`config.mk`:
```
export PLATFORM = sky130hd
export DESIGN_NAME = panda_risc_v_dsptc_queue
export DESIGN_NICKNAME = d
export VERILOG_FILES = /design/src/rtl/panda_risc_v_dsptc_pkg.sv /design/src/rtl/panda_risc_v_dsptc_fifo_mem.sv /design/src/rtl/panda_risc_v_dsptc_queue.sv
export SDC_FILE = /design/constraint.sdc
export NUM_CORES = 1
export LEC_CHECK = 0
export ABC_CLOCK_PERIOD_IN_PS = 7600
export CAP_MARGIN = 15
export CORE_MARGIN = 1
export CORE_UTILIZATION = 35
export CTS_BUF_LIST = sky130_fd_sc_hd__clkbuf_8
export DETAILED_ROUTE_END_ITERATION = 16
export DONT_BUFFER_PORTS = 1
export PLACE_DENSITY_LB_ADDON = 0.08
export SLEW_MARGIN = 15
export SYNTH_ARGS = -nofsm -noshare
export SYNTH_HDL_FRONTEND = slang
export SYNTH_SLANG_ARGS = --single-unit
```
`constraint.sdc`:
```
create_clock -name clk -period 7.6 [get_ports clk]
set_input_delay 1.52 -clock clk [delete_from_list [all_inputs] [get_ports clk]]
set_output_delay 1.52 -clock clk [all_outputs]
set_load 0.1 [all_outputs]
```
`src/rtl/panda_risc_v_dsptc_pkg.sv`:
```
// panda_risc_v_dsptc_pkg: shared constants for the dispatch queue (EU channel indices, payload layout)
package panda_risc_v_dsptc_pkg;
  localparam int EU_ALU = 0;
  localparam int EU_BCU = 1;
  localparam int EU_LSU = 2;
  localparam int EU_CSR = 3;
  localparam int EU_MUL = 4;
  localparam int EU_DIV = 5;
  localparam int DEFAULT_EU_N = 6;
  localparam int DEFAULT_PAYLOAD_W = 167;
  localparam int PL_STORE_DIN_LSB = 0;
  localparam int PL_PC_JUMP_LSB = 32;
  localparam int PL_PC_OF_INST_LSB = 64;
  localparam int PL_MSG_REUSED_LSB = 96;
  localparam int PL_MSG_REUSED_W = 71;
endpackage

```
`src/rtl/panda_risc_v_dsptc_fifo_mem.sv`:
```
// panda_risc_v_dsptc_fifo_mem: circular storage with wrap-bit pointers and occupancy/full/empty
// Ports: clk, rst_n (async low), clr (sync clear), push/din write, pop read, dout = head entry.
module panda_risc_v_dsptc_fifo_mem #(
  parameter int DEPTH = 4,
  parameter int WIDTH = 8
) (
  input  logic                     clk,
  input  logic                     rst_n,
  input  logic                     clr,
  input  logic                     push,
  input  logic                     pop,
  input  logic [WIDTH-1:0]         din,
  output logic [WIDTH-1:0]         dout,
  output logic [$clog2(DEPTH):0]   occupancy,
  output logic                     full,
  output logic                     empty
);
  localparam int AW = $clog2(DEPTH);
  localparam logic [AW:0] ptr_one = 1;
  logic [WIDTH-1:0] mem [DEPTH];
  logic [AW:0] wptr, rptr;
  always_ff @(posedge clk or negedge rst_n)
    if (!rst_n) begin
      wptr <= '0;
      rptr <= '0;
    end else if (clr) begin
      wptr <= '0;
      rptr <= '0;
    end else begin
      if (push) wptr <= wptr + ptr_one;
      if (pop) rptr <= rptr + ptr_one;
    end
  always_ff @(posedge clk)
    if (push && !clr) mem[wptr[AW-1:0]] <= din;
  assign dout = mem[rptr[AW-1:0]];
  assign occupancy = wptr - rptr;
  assign full = occupancy == (AW+1)'(DEPTH);
  assign empty = occupancy == '0;
endmodule

```
`src/rtl/panda_risc_v_dsptc_queue.sv`:
```
// panda_risc_v_dsptc_queue: in-order dispatch buffer issuing the head to one of EU_N execution units
// Ports: s_dispatch_req_* enqueue side, raw_dpc_check_rd_id/rd_raw_dpc WAW check on the head,
// m_eu_* per-channel issue (shared payload/rd_id, one-hot valid), occupancy/empty/full status.
module panda_risc_v_dsptc_queue
  import panda_risc_v_dsptc_pkg::*;
#(
  parameter real simulation_delay = 1,
  parameter int  DEPTH = 4,
  parameter int  EU_N = DEFAULT_EU_N,
  parameter int  PAYLOAD_W = DEFAULT_PAYLOAD_W
) (
  input  logic                   clk,
  input  logic                   sys_resetn,
  input  logic                   sys_reset_req,
  input  logic                   flush_req,
  input  logic [PAYLOAD_W-1:0]   s_dispatch_req_payload,
  input  logic [EU_N-1:0]        s_dispatch_req_eu_sel,
  input  logic [4:0]             s_dispatch_req_rd_id,
  input  logic                   s_dispatch_req_rd_vld,
  input  logic                   s_dispatch_req_valid,
  output logic                   s_dispatch_req_ready,
  output logic [4:0]             raw_dpc_check_rd_id,
  input  logic                   rd_raw_dpc,
  output logic [PAYLOAD_W-1:0]   m_eu_payload,
  output logic [4:0]             m_eu_rd_id,
  output logic [EU_N-1:0]        m_eu_valid,
  input  logic [EU_N-1:0]        m_eu_ready,
  output logic [$clog2(DEPTH):0] occupancy,
  output logic                   empty,
  output logic                   full
);
  localparam int SW = PAYLOAD_W + EU_N + 6;
  if (simulation_delay < 0.0 || DEPTH < 2 || DEPTH > 16 || (DEPTH & (DEPTH - 1)) != 0) begin : g_bad_param
    $error("panda_risc_v_dsptc_queue: illegal parameter value");
  end
  logic clr, push, pop, drop, haz, head_rd_vld;
  logic [EU_N-1:0] sel_1h, head_sel;
  logic [PAYLOAD_W-1:0] head_payload;
  logic [4:0] head_rd;
  logic [SW-1:0] head;
  assign clr = flush_req | sys_reset_req;
  // x & -x isolates the lowest set bit, so a multi-hot select is stored as one-hot
  assign sel_1h = s_dispatch_req_eu_sel & (-s_dispatch_req_eu_sel);
  assign s_dispatch_req_ready = !full && !clr;
  assign push = s_dispatch_req_valid && s_dispatch_req_ready;
  panda_risc_v_dsptc_fifo_mem #(.DEPTH(DEPTH), .WIDTH(SW)) u_fifo (
    .clk(clk),
    .rst_n(sys_resetn),
    .clr(clr),
    .push(push),
    .pop(pop),
    .din({s_dispatch_req_payload, sel_1h, s_dispatch_req_rd_id, s_dispatch_req_rd_vld}),
    .dout(head),
    .occupancy(occupancy),
    .full(full),
    .empty(empty)
  );
  assign {head_payload, head_sel, head_rd, head_rd_vld} = head;
  assign haz = head_rd_vld && rd_raw_dpc;
  assign m_eu_valid = head_sel & {EU_N{!empty && !haz && !clr}};
  // an entry with no target unit would block the queue forever, so it retires on its own
  assign drop = !empty && !clr && (head_sel == '0);
  assign pop = drop || |(m_eu_valid & m_eu_ready);
  assign raw_dpc_check_rd_id = empty ? 5'd0 : head_rd;
  assign m_eu_rd_id = head_rd;
  assign m_eu_payload = head_payload;
endmodule

```
Yosys cells after proc, flatten, opt, wreduce, memory -nomap -nowiden
Memories as Yosys holds them, arrays and structs flattened. Cells that the tools add are included.

Bits in registers: 6. Latch bits: 0. Bits in writable memories: 716. Bits in read-only memories: 0. Bits of input ports: 191. Word-level logic and storage cells: 37. Memories kept: 1.

Memory list: u_fifo.mem (words 4, width 179, rd ports 1, clocked after Yosys merged registers in 0, write ports 1, line panda_risc_v_dsptc_fifo_mem.sv:20) `logic [WIDTH-1:0] mem [DEPTH];`.

Add/subtract/negate cells: 4. $mul: 0. Divide/modulo/power cells: 0. $lt $le $gt $ge: 0. Equal/unequal tests: 1. Shift-type cells: 0. Mux-type cells: 7. Bitwise logic cells: 4. Reductions and logical operators: 18.

Operator list (count): 6-bit AND (3); 3-bit 2-to-1 mux (4); 1-bit logical AND (8); 3-bit by 1-bit adder with 3-bit output (second input constant) (2); 6-bit logical NOT (1); 6-bit negation (1); 6-bit OR reduction (1); 5-bit 2-to-1 mux (1); 1-bit logical NOT (4); 2-bit nonzero test (2); 3-bit equality test (second input constant) (1); 3-bit logical NOT (1); 3-bit subtractor (1); 1-bit 2-to-1 mux (2); 1-bit logical OR (1); 1-bit bitwise OR (1).

Longest topological paths before layout
Gate-level depths: netlist of run 1.

Depth in word-level cells: 11. Mapped depth: 8. Mapped depth without buffers: 8.

By module
From an unflattened synthesis of run 1, not the netlist that was laid out.

Cells, all modules: 1004. Area, all modules: 26421.6 µm².

Modules (own cells, without submodules): panda_risc_v_dsptc_fifo_mem (instances 1, cells an instance 975, area an instance 26217.6 µm²); panda_risc_v_dsptc_queue (instances 1, cells an instance 29, area an instance 203.9 µm²).

Worst setup path after synthesis of run 1
Ideal clock, no wire load.

Path kind: input to register. Start: input port sys_reset_req. End: memory u_fifo.mem[3][0] (netlist bit), enable pin. Library setup time: 562 ps. Arrival: 6623 ps. Required time: 7038 ps. Slack: 414 ps. Stages: 4. Buffers on the path: 1. Cell sequence: or2_2 > buf_1 > a311oi_1 > and2_1.

Longest elaborated chain between the ends: 7.

RTL lines: start: declaration (line panda_risc_v_dsptc_queue.sv:14) `input logic sys_reset_req,`; 1-bit bitwise OR * (line panda_risc_v_dsptc_queue.sv:41) `assign clr = flush_req | sys_reset_req;`; 1-bit logical NOT * (line panda_risc_v_dsptc_fifo_mem.sv:34, panda_risc_v_dsptc_queue.sv:44); 1-bit logical AND (line panda_risc_v_dsptc_queue.sv:44) `assign s_dispatch_req_ready = !full && !clr;`; 1-bit logical AND (line panda_risc_v_dsptc_queue.sv:45) `assign push = s_dispatch_req_valid && s_dispatch_req_ready;`; 1-bit logical AND * (line panda_risc_v_dsptc_fifo_mem.sv:34) `if (push && !clr) mem[wptr[AW-1:0]] <= din;`; 1-bit 2-to-1 mux * (line panda_risc_v_dsptc_fifo_mem.sv:34); 1-bit 2-to-1 mux (implied by the code) * (line panda_risc_v_dsptc_fifo_mem.sv:34); end: declaration (line panda_risc_v_dsptc_fifo_mem.sv:20).

Mark *: on every way between the ends. The rest lies on a longest branch, timed or not.

Worst setup path after layout of run 1
Start: register u_fifo.rptr[0]. End: output port m_eu_valid[5].

Longest elaborated chain between the ends: 6. Elaborated cells between the ends (all ways): 9. Classes of those cells: 1 x add/sub; 1 x bitwise; 6 x reduce/logical; 1 x memory.

RTL lines: start: declaration (line panda_risc_v_dsptc_fifo_mem.sv:21) `logic [AW:0] wptr, rptr;`; start signal: assignment (line panda_risc_v_dsptc_fifo_mem.sv:31) `if (pop) rptr <= rptr + ptr_one;`; 3-bit subtractor / memory 4 x 179 bit (equally long branches); 3-bit logical NOT / 1-bit logical AND (equally long branches) (line panda_risc_v_dsptc_fifo_mem.sv:38, panda_risc_v_dsptc_queue.sv:59); 1-bit logical NOT (line panda_risc_v_dsptc_queue.sv:60) `assign m_eu_valid = head_sel & {EU_N{!empty && !haz && !clr}};`; 1-bit logical AND (2 in a row) (line panda_risc_v_dsptc_queue.sv:60); 6-bit AND * (line panda_risc_v_dsptc_queue.sv:60); end: declaration (line panda_risc_v_dsptc_queue.sv:26) `output logic [EU_N-1:0] m_eu_valid,`.

Marked as above.

==> results of run 1 <==
==> kinds of logic (layout without fill, tap and decap cells) <==
group	Yosys count	in the layout	synth area share [%]
AND/OR/NAND/NOR	39	39	0.878
flip-flops	722	722	82.1
multiplexers	180	180	15.3
buffers and inverters	47	249	0.740
AO/OA/AOI/OAI	17	17	0.479
adder cells (fa/ha/maj)	7	7	0.361
other	0	2	0
XOR/XNOR	2	2	0.123
==> power by group through the flow <==
stage	clock (mW)	combinational [mW]	sequential, mW
5_1_grt	3.61	0.491	4.44
3_5_place_dp	0	0.486	4.52
6_report	3.33	0.478	4.44
2_1_floorplan	0	0.432	4.52
3_3_place_gp	0	0.487	4.52
4_1_cts	3.45	0.486	4.44
==> per-layer routing <==
layer | global-route usage (%) | part of all wire (%) | vias to the layer above
li1 | - | - | 4623
met1 | 17.9 | 39 | 5734
met4 | 5.26 | 2.4 | 0
met5 | 0 | 0 | -
met2 | 25.4 | 50 | 314
met3 | 5.87 | 8.1 | 111
==> sequential cells by signal, summed over array words and instances (netlist names) <==
| name | flops |
|---|---|
| u_fifo.wptr | 3 |
| u_fifo.mem | 716 |
| u_fifo.rptr | 3 |
==> worst max-delay path by stage <==
stage | startpoint | endpoint | slack (ps) | depth (start not counted)
after floorplan | sys_reset_req | u_fifo.mem[3][0] | 410 | 4
after global placement | u_fifo.rptr[0] | m_eu_valid[0] | 2740 | 7
after detailed placement | u_fifo.rptr[0] | m_eu_payload[48] | 2760 | 3
after CTS | u_fifo.rptr[0] | m_eu_payload[48] | 1910 | 3
after global routing | u_fifo.rptr[0] | m_eu_payload[48] | 1780 | 3
final | u_fifo.rptr[0] | m_eu_valid[5] | 2060 | 7
==> placed cells by master (no fill, tap or decap), types with 2 or more instances in the layout <==
cell type / Yosys / layout
and3b_1: 2 / 2
buf_12: 0 / 6
bufinv_16: 0 / 8
clkinv_1: 0 / 39
or2_2: 2 / 2
mux4_2: 179 / 179
a21oi_1: 3 / 3
dfrtp_1: 6 / 4
nor2b_2: 0 / 12
nor2_1: 4 / 3
o211ai_1: 2 / 2
o31ai_1: 3 / 3
nand2_1: 4 / 4
clkbuf_8: 0 / 120
and2_1: 6 / 2
diode_2: 0 / 2
dfrtp_4: 0 / 2
nor4_1: 2 / 2
ha_1: 6 / 6
clkinvlp_4: 0 / 2
clkinv_2: 0 / 21
and2_4: 0 / 4
inv_12: 0 / 4
or3_1: 2 / 2
buf_4: 0 / 11
inv_1: 6 / 37
edfxtp_1: 716 / 716
==> stage by stage <==
step	hold slack, ps	util [%]
2_1_floorplan	512	-
3_3_place_gp	561	37.2
3_5_place_dp	551	37.2
5_1_grt	407	40.3
6_report	481	40.3
4_1_cts	388	40.3
==> worst register-to-register path, delay by kind of cell (launching register included) <==
kind                       cells  cell delay [ps]
and+or+nand+nor                1              850
buffers and inverters          2              770
AOI/OAI and AO/OA              1              710
DFF                            1              660
adders and majority gates      2              660
xor gates and xnor gates       1              190
==> cell type report <==
class | instances | area share (%)
clock buffer | 120 | 5.50
clock inverter | 106 | 2.33
inverter | 6 | 0.0750
antenna | 2 | 0.0167
timing repair buffer | 17 | 0.675
multi-input combinational | 245 | 15.2
sequential | 722 | 72.1
tap | 969 | 4.04
==> flow_summary.toml, run 1 <==
[run_status]
status = "finished clean"

[timing]
max_slew_margin_pct = 22.7
worst_slack_ps = 2060
post-route-min-period_ps = 5540
fmax_mhz = 180
fin_crit_sh_pct = 72.9
setup_violations = 0
rsz0062_at_grt = "false"
maxSlewViolCount = 0
hold_viol = 0
worst_pin_slew_ps = 1160
finClkSkew_ps = 48.2
timing.setup.tns_ps = 0

[synthesis]
yosysMostFrequentCell = "edfxtp_1"
synth_area_sq_mm = 0.0264
synth_edf_count = 716
syn_avg_cell_area_sq_um = 26.0
synth.distinct_cells = 37
syn_nets = 1212
synth_top_area_share_pct = 81.5
yosys-top-cells-area = "edfxtp_1 82%, mux4_2 15%, dfrtp_1 0.57%"
yosysTopAreaCell = "edfxtp_1"
synth_seq_cells = 722
synthCells = 1014
synthArstFlopShare_pct = 0.831
synth_flop_cell = "edfxtp_1"
ys_seq_area_share_pct = 82.1
ys_top_cells_by_count = "716 x edfxtp_1, 179 x mux4_2, 16 x clkbuf_1, 15 x buf_1, 13 x nor2b_1"
yosysWarningCount = 0

[detailed_routing]
dr.pass1.iters = 4
drcViolationCount = 0
via_count = 10800
drt_wl_total_um = 58000
drt-initial-drc-count = 595
wl_per_cell_um = 26.5
detail-route-antenna-nets = 0
via_per_inst = 4.93

[layout]
layout-drive-gt1-share_pct = 30.8
fillCellCount = 6482
fin_nets = 1310
final-seq-area_sq_mm = 0.0217
area_delta_synth_final_pct = 13.9
design_area_sq_mm = 0.0300
finalNonFillerCells = 2187
multi_input_area_sq_mm = 0.00457

[critical_path]
r2r-end = "u_fifo.mem[3][84]"
critPathMaxStageDelay_ps = 870
cp_max_fo = 19
reg2reg_depth = 7
r2r_setup_slack_ps = 3150
crit_family = "simple AND/OR/NAND/NOR gates"
critical_path_class = "flip-flop to output pin"
path_buf_inv = 1
slowest_stage = "nor2b_2"
cp.required_ps = 6080
critPathLaunchType = "flip-flop"
regToRegStartpoint = "u_fifo.rptr[0]"
cp.arrival_ps = 4020
cp-end-kind = "output pin"
crit_path_cell_trace = "ha_1 -> fa_1 -> xor3_1 -> buf_4 -> o2bb2ai_1 -> or2_2 -> nor2b_2"

[global_routing]
antenna_found_initial = 1
overflow = 0
grt_max_degree = 101
track_usage_pct = 15.2
grt_pass1_vias = 11900
grt_pass1_wl_um = 84600

[power_and_ir_drop]
p_int_mw = 6.26
pwr-share-clk_pct = 40.4
total_power_mw = 8.25
seqPwrFrac_pct = 53.8
peakVddDrop_mv = 0.149
p_sw_mw = 1.99
power_frac_comb_pct = 5.8
power_density_mw_per_mm2 = 275
switching_share_pct = 24.1
p_leak_nw = 9.12

[placement]
dp_cells = 1959
detailed_place_hpwl_um = 34000
dpl_cell_area_sq_mm = 0.0277
portBuffers = 0
globalplace.congestion = 0.701
pre_cts_ws_ps = 2760

[clock_tree]
cts_resized = 0
path_clk_slew_ps = 70
cts-root-buf = "clkbuf_8"
post_cts_buffers = 0
holdBufCountCts = 0
cts_max_path_buffers = 3
cts_tree = "yes"
h-tree-depth = 3
cts_made_buffers = 120
clk_latency_ps = 730
clock_sinks = 722

[die]
fp-row-count = 100
initial_core_util_pct = 35.4
fp.dieH_um = 277
die_area_sq_mm = 0.0765
ioPinCount = 380
core_area_sq_mm = 0.0744
dieWidth_um = 277

[flow_run]
drv_cap = 0

[min_path]
worstHoldPathType = "input pin to asynchronous set/reset pin"
(Power assumes the default switching activity.)
==> run 2, diff against run 1 <==
--- a/config.mk
+++ b/config.mk
@@ -5,7 +5,7 @@
 export SDC_FILE = /design/constraint.sdc
 export NUM_CORES = 1
 export LEC_CHECK = 0
-export ABC_CLOCK_PERIOD_IN_PS = 7600
+export ABC_CLOCK_PERIOD_IN_PS = 5500
 export CAP_MARGIN = 15
 export CORE_MARGIN = 1
 export CORE_UTILIZATION = 35
==> constraint.sdc (replaced) <==
create_clock -name clk -period 5.5 [get_ports clk]
set_input_delay 1.1 -clock clk [delete_from_list [all_inputs] [get_ports clk]]
set_output_delay 1.1 -clock clk [all_outputs]
set_load 0.1 [all_outputs]
==> run 2 against run 1 <==
- flip-flop and latch count unchanged
- setup slack worse by 1400 ps
- design area up 0.45%
- cell count up 0.91%
- via count up 1.8%
- critical path type unchanged
- combinational power up 41%
- worst hold slack worse by 6.5 ps
- die area unchanged
==> flow_summary.toml, run 2 (synthesis results as in run 1) <==
[layout]
fin_nets = 1345
fillCellCount = 6505
largest_reg_flops = 716
layout-drive-gt1-share_pct = 31.1
area_delta_synth_final_pct = 14.4
final_common_cell = "edfxtp_1"
final_cell_mix = "716 x edfxtp_1, 179 x mux4_2, 121 x clkbuf_8, 49 x inv_1"
finalNonFillerCells = 2207

[timing]
rsz0062_at_grt = "false"
worst_pin_slew_ps = 998
fmax_mhz = 207
setup_violations = 0
maxSlewViolCount = 0
hold_viol = 0
fin_hold_ws_ps = 474
post-route-min-period_ps = 4830
timing.setup.tns_ps = 0
max_slew_margin_pct = 33.3
finClkSkew_ps = 33.0
fin_crit_sh_pct = 87.7

[power_and_ir_drop]
pwr-share-clk_pct = 37.7
power_frac_comb_pct = 6.2
power_density_mw_per_mm2 = 362
switching_share_pct = 24.1
peakVddDrop_mv = 0.208
p_sw_mw = 2.63
total_power_mw = 10.9
seqPwrFrac_pct = 56.1
p_leak_nw = 9.24
p_int_mw = 8.30

[critical_path]
cp.required_ps = 4400
critPathLaunchType = "flip-flop"
path_buf_inv = 2
crit_path_cell_trace = "buf_4 -> mux4_2 -> nor2b_2 -> buf_4"
cp_max_fo = 46
cp.arrival_ps = 3730
crit_path_frequent_cell = "buf_4"
crit_family = "buffers and inverters"
critical_path_class = "flip-flop to output pin"
cp-end-kind = "output pin"
critPathMaxStageDelay_ps = 900
slowest_stage = "mux4_2"

[clock_tree]
h-tree-depth = 3
cts_tree = "yes"
path_clk_slew_ps = 60
cts_max_path_buffers = 3
clock_sinks = 722
cts_resized = 0
cts_made_buffers = 119
clk_latency_ps = 710
cts-root-buf = "clkbuf_8"

[die]
fp-row-count = 100
fp.dieH_um = 277
die_area_sq_mm = 0.0765
core_area_sq_mm = 0.0744
initial_core_util_pct = 35.4
ioPinCount = 380
dieWidth_um = 277

[detailed_routing]
detail-route-antenna-nets = 0
drt-initial-drc-count = 762
drt_wl_total_um = 59100
via_count = 11000
drcViolationCount = 0
dr.pass1.iters = 5
via_per_inst = 4.97
wl_per_cell_um = 26.8

[run_status]
status = "finished clean"

[global_routing]
track_usage_pct = 15.5
overflow = 0
antenna_found_initial = 4
grt_pass1_vias = 11900
grt_max_degree = 98
grt_pass1_wl_um = 85600

[flow_run]
drv_cap = 0

[placement]
portBuffers = 0
dp_cells = 1994
globalplace.congestion = 0.729
detailed_place_hpwl_um = 36400

[min_path]
worstHoldPathType = "input pin to flip-flop"
[run 2: power by group through the flow]
stage	sequential (mW)	combinational (mW)	clock, mW
after floorplan	6.24	0.597	0
after global placement	6.24	0.687	0
after detailed placement	6.25	0.686	0
after CTS	6.13	0.688	4.31
after global routing	6.13	0.697	4.53
final	6.13	0.676	4.12
[run 2: worst reg2reg max path, delay by kind of cell (launching register included)]
family,cells,cell delay (ps)
simple gates,1,890
buf+inv,2,730
compound gates,1,700
fa+ha+maj,2,660
flops,1,640
xor+xnor,1,260
[run 2: cell type report]
| cell class | instances | area (sq um) | area share, % |
|---|---|---|---|
| diodes | 1 | 2.50 | 0.00830 |
| clock buffers | 121 | 1670 | 5.52 |
| clock inverters | 90 | 425 | 1.41 |
| inverters | 6 | 22.5 | 0.0747 |
| multi-input cells | 245 | 4570 | 15.2 |
| flip-flops and latches | 722 | 21700 | 71.8 |
| well taps | 969 | 1210 | 4.02 |
| repair buffers | 53 | 601 | 1.99 |
[run 2: per-layer routing]
layer / vias up / wire [um] / global-route usage, % / share of wire (%)
met2: 339 / 29700 / 25.5 / 50
met5: - / 12 / 0 / 0.020
met4: 2 / 1300 / 4.93 / 2.2
li1: 4685 / - / - / -
met1: 5852 / 22700 / 18.1 / 38
met3: 94 / 5390 / 6.73 / 9.1
[run 2: repair_timing]
item / in CTS / in global routing
endpoints found under the hold margin: 6 / 0
setup endpoints to repair: 0 / 0
hold buffers: 1 / 0
setup buffers: 0 / 0
[run 2: path summary, 6_finish.rpt]
| kind | start | end | slack (ps) | cells past startpoint |
|---|---|---|---|---|
| max | u_fifo.rptr[0] | raw_dpc_check_rd_id[1] | 670 | 4 |
| min | s_dispatch_req_payload[55] | u_fifo.mem[1][67] | 470 | 0 |
| min reg2reg | u_fifo.wptr[2] | u_fifo.wptr[2] | 570 | 2 |
| min in group asynchronous | sys_resetn | u_fifo.rptr[2] | 720 | 1 |
| max in group asynchronous | sys_resetn | u_fifo.rptr[0] | 4510 | 1 |
| max reg2reg | u_fifo.rptr[0] | u_fifo.mem[1][31] | 1260 | 7 |
[run 2: through the flow]
stage	util [%]	setup WS [ps]	area [sq um]
after CTS	40.5	438	30200
final	40.5	674	30200
after detailed placement	37.7	1190	28100
after global routing	40.5	383	30200
after floorplan	-	430	26400
after global placement	37.7	1240	28100
==> run 3, diff against run 2 <==
--- a/config.mk
+++ b/config.mk
@@ -7,11 +7,13 @@
 export LEC_CHECK = 0
 export ABC_CLOCK_PERIOD_IN_PS = 5500
 export CAP_MARGIN = 15
+export CORE_ASPECT_RATIO = 1.75
 export CORE_MARGIN = 1
 export CORE_UTILIZATION = 35
 export CTS_BUF_LIST = sky130_fd_sc_hd__clkbuf_8
 export DETAILED_ROUTE_END_ITERATION = 16
 export DONT_BUFFER_PORTS = 1
+export HOLD_SLACK_MARGIN = 0.15
 export PLACE_DENSITY_LB_ADDON = 0.08
 export SLEW_MARGIN = 15
 export SYNTH_ARGS = -nofsm -noshare
==> run 3 against run 2 <==
- setup slack improved by 350 ps
- flip-flop and latch count unchanged
- power decreased by 1.9%
- sequential share of layout area increased by 0.55 points
- clock-buffer cell count decreased by 14
- global-route usage increased by 0.58 points
- via count increased by 0.91%
- largest cell class unchanged
- wire length increased by 3.2%
- clock skew decreased by 15 ps
- critical path depth increased by 2
- die area about the same
- clock power decreased by 4.9%
==> flow_summary.toml, run 3 (synthesis results as in run 1) <==
[placement]
globalplace.congestion = 0.766
pre_cts_ws_ps = 1640
dpl_cell_area_sq_mm = 0.0280
detailed_place_hpwl_um = 38700
portBuffers = 0

[min_path]
worstHoldPathType = "input pin to flip-flop"
min_to = "u_fifo.mem[1][118]"
min_from = "s_dispatch_req_payload[106]"
hold_depth = 0

[timing]
post-route-min-period_ps = 4470
worst_slack_ps = 1030
fin_crit_sh_pct = 81.3
rsz0062_at_grt = "false"
fmax_mhz = 224
max_slew_margin_pct = 33.4
maxSlewViolCount = 0
worst_pin_slew_ps = 997
timing.setup.tns_ps = 0
finClkSkew_ps = 18.4
setup_violations = 0
hold_viol = 0
fin_hold_ws_ps = 440

[critical_path]
crit_path_frequent_cell = "buf_4"
critPathLaunchType = "flip-flop"
cp-end-kind = "output pin"
crit_path_cell_trace = "buf_4 -> mux4_2 -> o2bb2ai_1 -> or2_2 -> nor2b_2 -> buf_4"
critical_path_class = "flip-flop to output pin"
cp_max_fo = 38
cp.required_ps = 4400
r2r-end = "u_fifo.mem[3][132]"
reg2reg_depth = 6
regToRegStartpoint = "u_fifo.rptr[0]"
cp.arrival_ps = 3370
crit_family = "buffers and inverters"
path_depth = 6
path_buf_inv = 2
slowest_stage = "dfrtp_4"
r2r_setup_slack_ps = 1750
critPathMaxStageDelay_ps = 610

[die]
fp-row-count = 132
initial_core_util_pct = 35.5
die_area_sq_mm = 0.0765
fp.dieH_um = 365
core_area_sq_mm = 0.0743
dieWidth_um = 210
ioPinCount = 380

[detailed_routing]
via_count = 11100
drcViolationCount = 0
dr.pass1.iters = 5
detail-route-antenna-nets = 0
drt_wl_total_um = 61000
via_per_inst = 5.12
wl_per_cell_um = 28.2
drt-initial-drc-count = 506

[layout]
fin_nets = 1336
layout-drive-gt1-share_pct = 31.3
largest_reg_flops = 716
area_delta_synth_final_pct = 13.5
final_common_cell = "edfxtp_1"
design_area_sq_mm = 0.0299
final_cell_mix = "716 x edfxtp_1, 179 x mux4_2, 107 x clkbuf_8, 46 x inv_1, 41 x buf_4"

[global_routing]
grt_pass1_wl_um = 86500
grt_max_degree = 111
overflow = 0
grt_pass1_vias = 12200
antenna_found_initial = 1
track_usage_pct = 16.1

[flow_run]
drv_cap = 0

[clock_tree]
cts-root-buf = "clkbuf_8"
path_clk_slew_ps = 70
cts_tree = "yes"
clk_latency_ps = 750
cts_resized = 0
holdBufCountCts = 1
cts_made_buffers = 107
h-tree-depth = 3
cts_max_path_buffers = 3
clock_sinks = 722
post_cts_buffers = 0

[power_and_ir_drop]
p_leak_nw = 9.16
total_power_mw = 10.7
power_density_mw_per_mm2 = 358
peakVddDrop_mv = 0.194

[run_status]
status = "finished clean"
-- run 3: cell types whose count changed in the layout (fill, tap and decap cells not counted), moves of 2 or more --
cell,before,now
clkbuf_8,121,107
clkinv_1,36,26
buf_4,36,41
clkinv_2,5,10
inv_6,1,5
clkinv_8,3,0
inv_1,49,46
buf_12,16,14
inv_8,0,2
-- run 3: layout make-up --
type                       instances  area, sq um
tap                              938         1170
timing repair buffer              56          598
sequential                       722        21700
clock inverter                    86          432
inverter                           6         22.5
multi-input combinational        245         4570
antenna                            1         2.50
fill                            6573        44400
clock buffer                     107         1470
-- run 3: routing by layer --
layer | part of all wire [%] | track usage [%]
met1 | 34 | 16.5
met2 | 52 | 27.4
met3 | 12 | 8.31
met4 | 2.5 | 6.68
met5 | 0 | 0
-- run 3: metrics by stage --
step                util, %  std cells
floorplan                 -       1014
global placement       37.7       1966
detailed placement     37.7       1966
CTS                    40.3       2160
global route           40.3       2161
finish                 40.3       2161
-- run 3: worst max-delay path by stage --
stage          slack (ps)                      to            from
5_1_grt               770       m_eu_payload[124]  u_fifo.rptr[0]
4_1_cts               840           m_eu_valid[1]  u_fifo.rptr[1]
3_3_place_gp         1680      u_fifo.mem[2][153]   sys_reset_req
6_report             1030           m_eu_valid[3]  u_fifo.rptr[1]
3_5_place_dp         1640       u_fifo.mem[2][15]   sys_reset_req
2_1_floorplan         430  raw_dpc_check_rd_id[0]  u_fifo.wptr[0]
-- run 3: worst register-to-register path: stages, from the launching register on --
cell and delay, ps:
dfrtp_4 520, ha_1 240, fa_1 380, xor3_1 310, a311oi_1 730, and2_4 830, buf_12 380
-- run 3: where the power goes --
| group | total, mW | leakage [nW] | switching, mW | internal (mW) |
|---|---|---|---|---|
| Combinational | 0.680 | 1.46 | 0.576 | 0.104 |
| Clock | 3.92 | 1.13 | 2.00 | 1.91 |
| Sequential | 6.13 | 6.57 | 0.0130 | 6.12 |
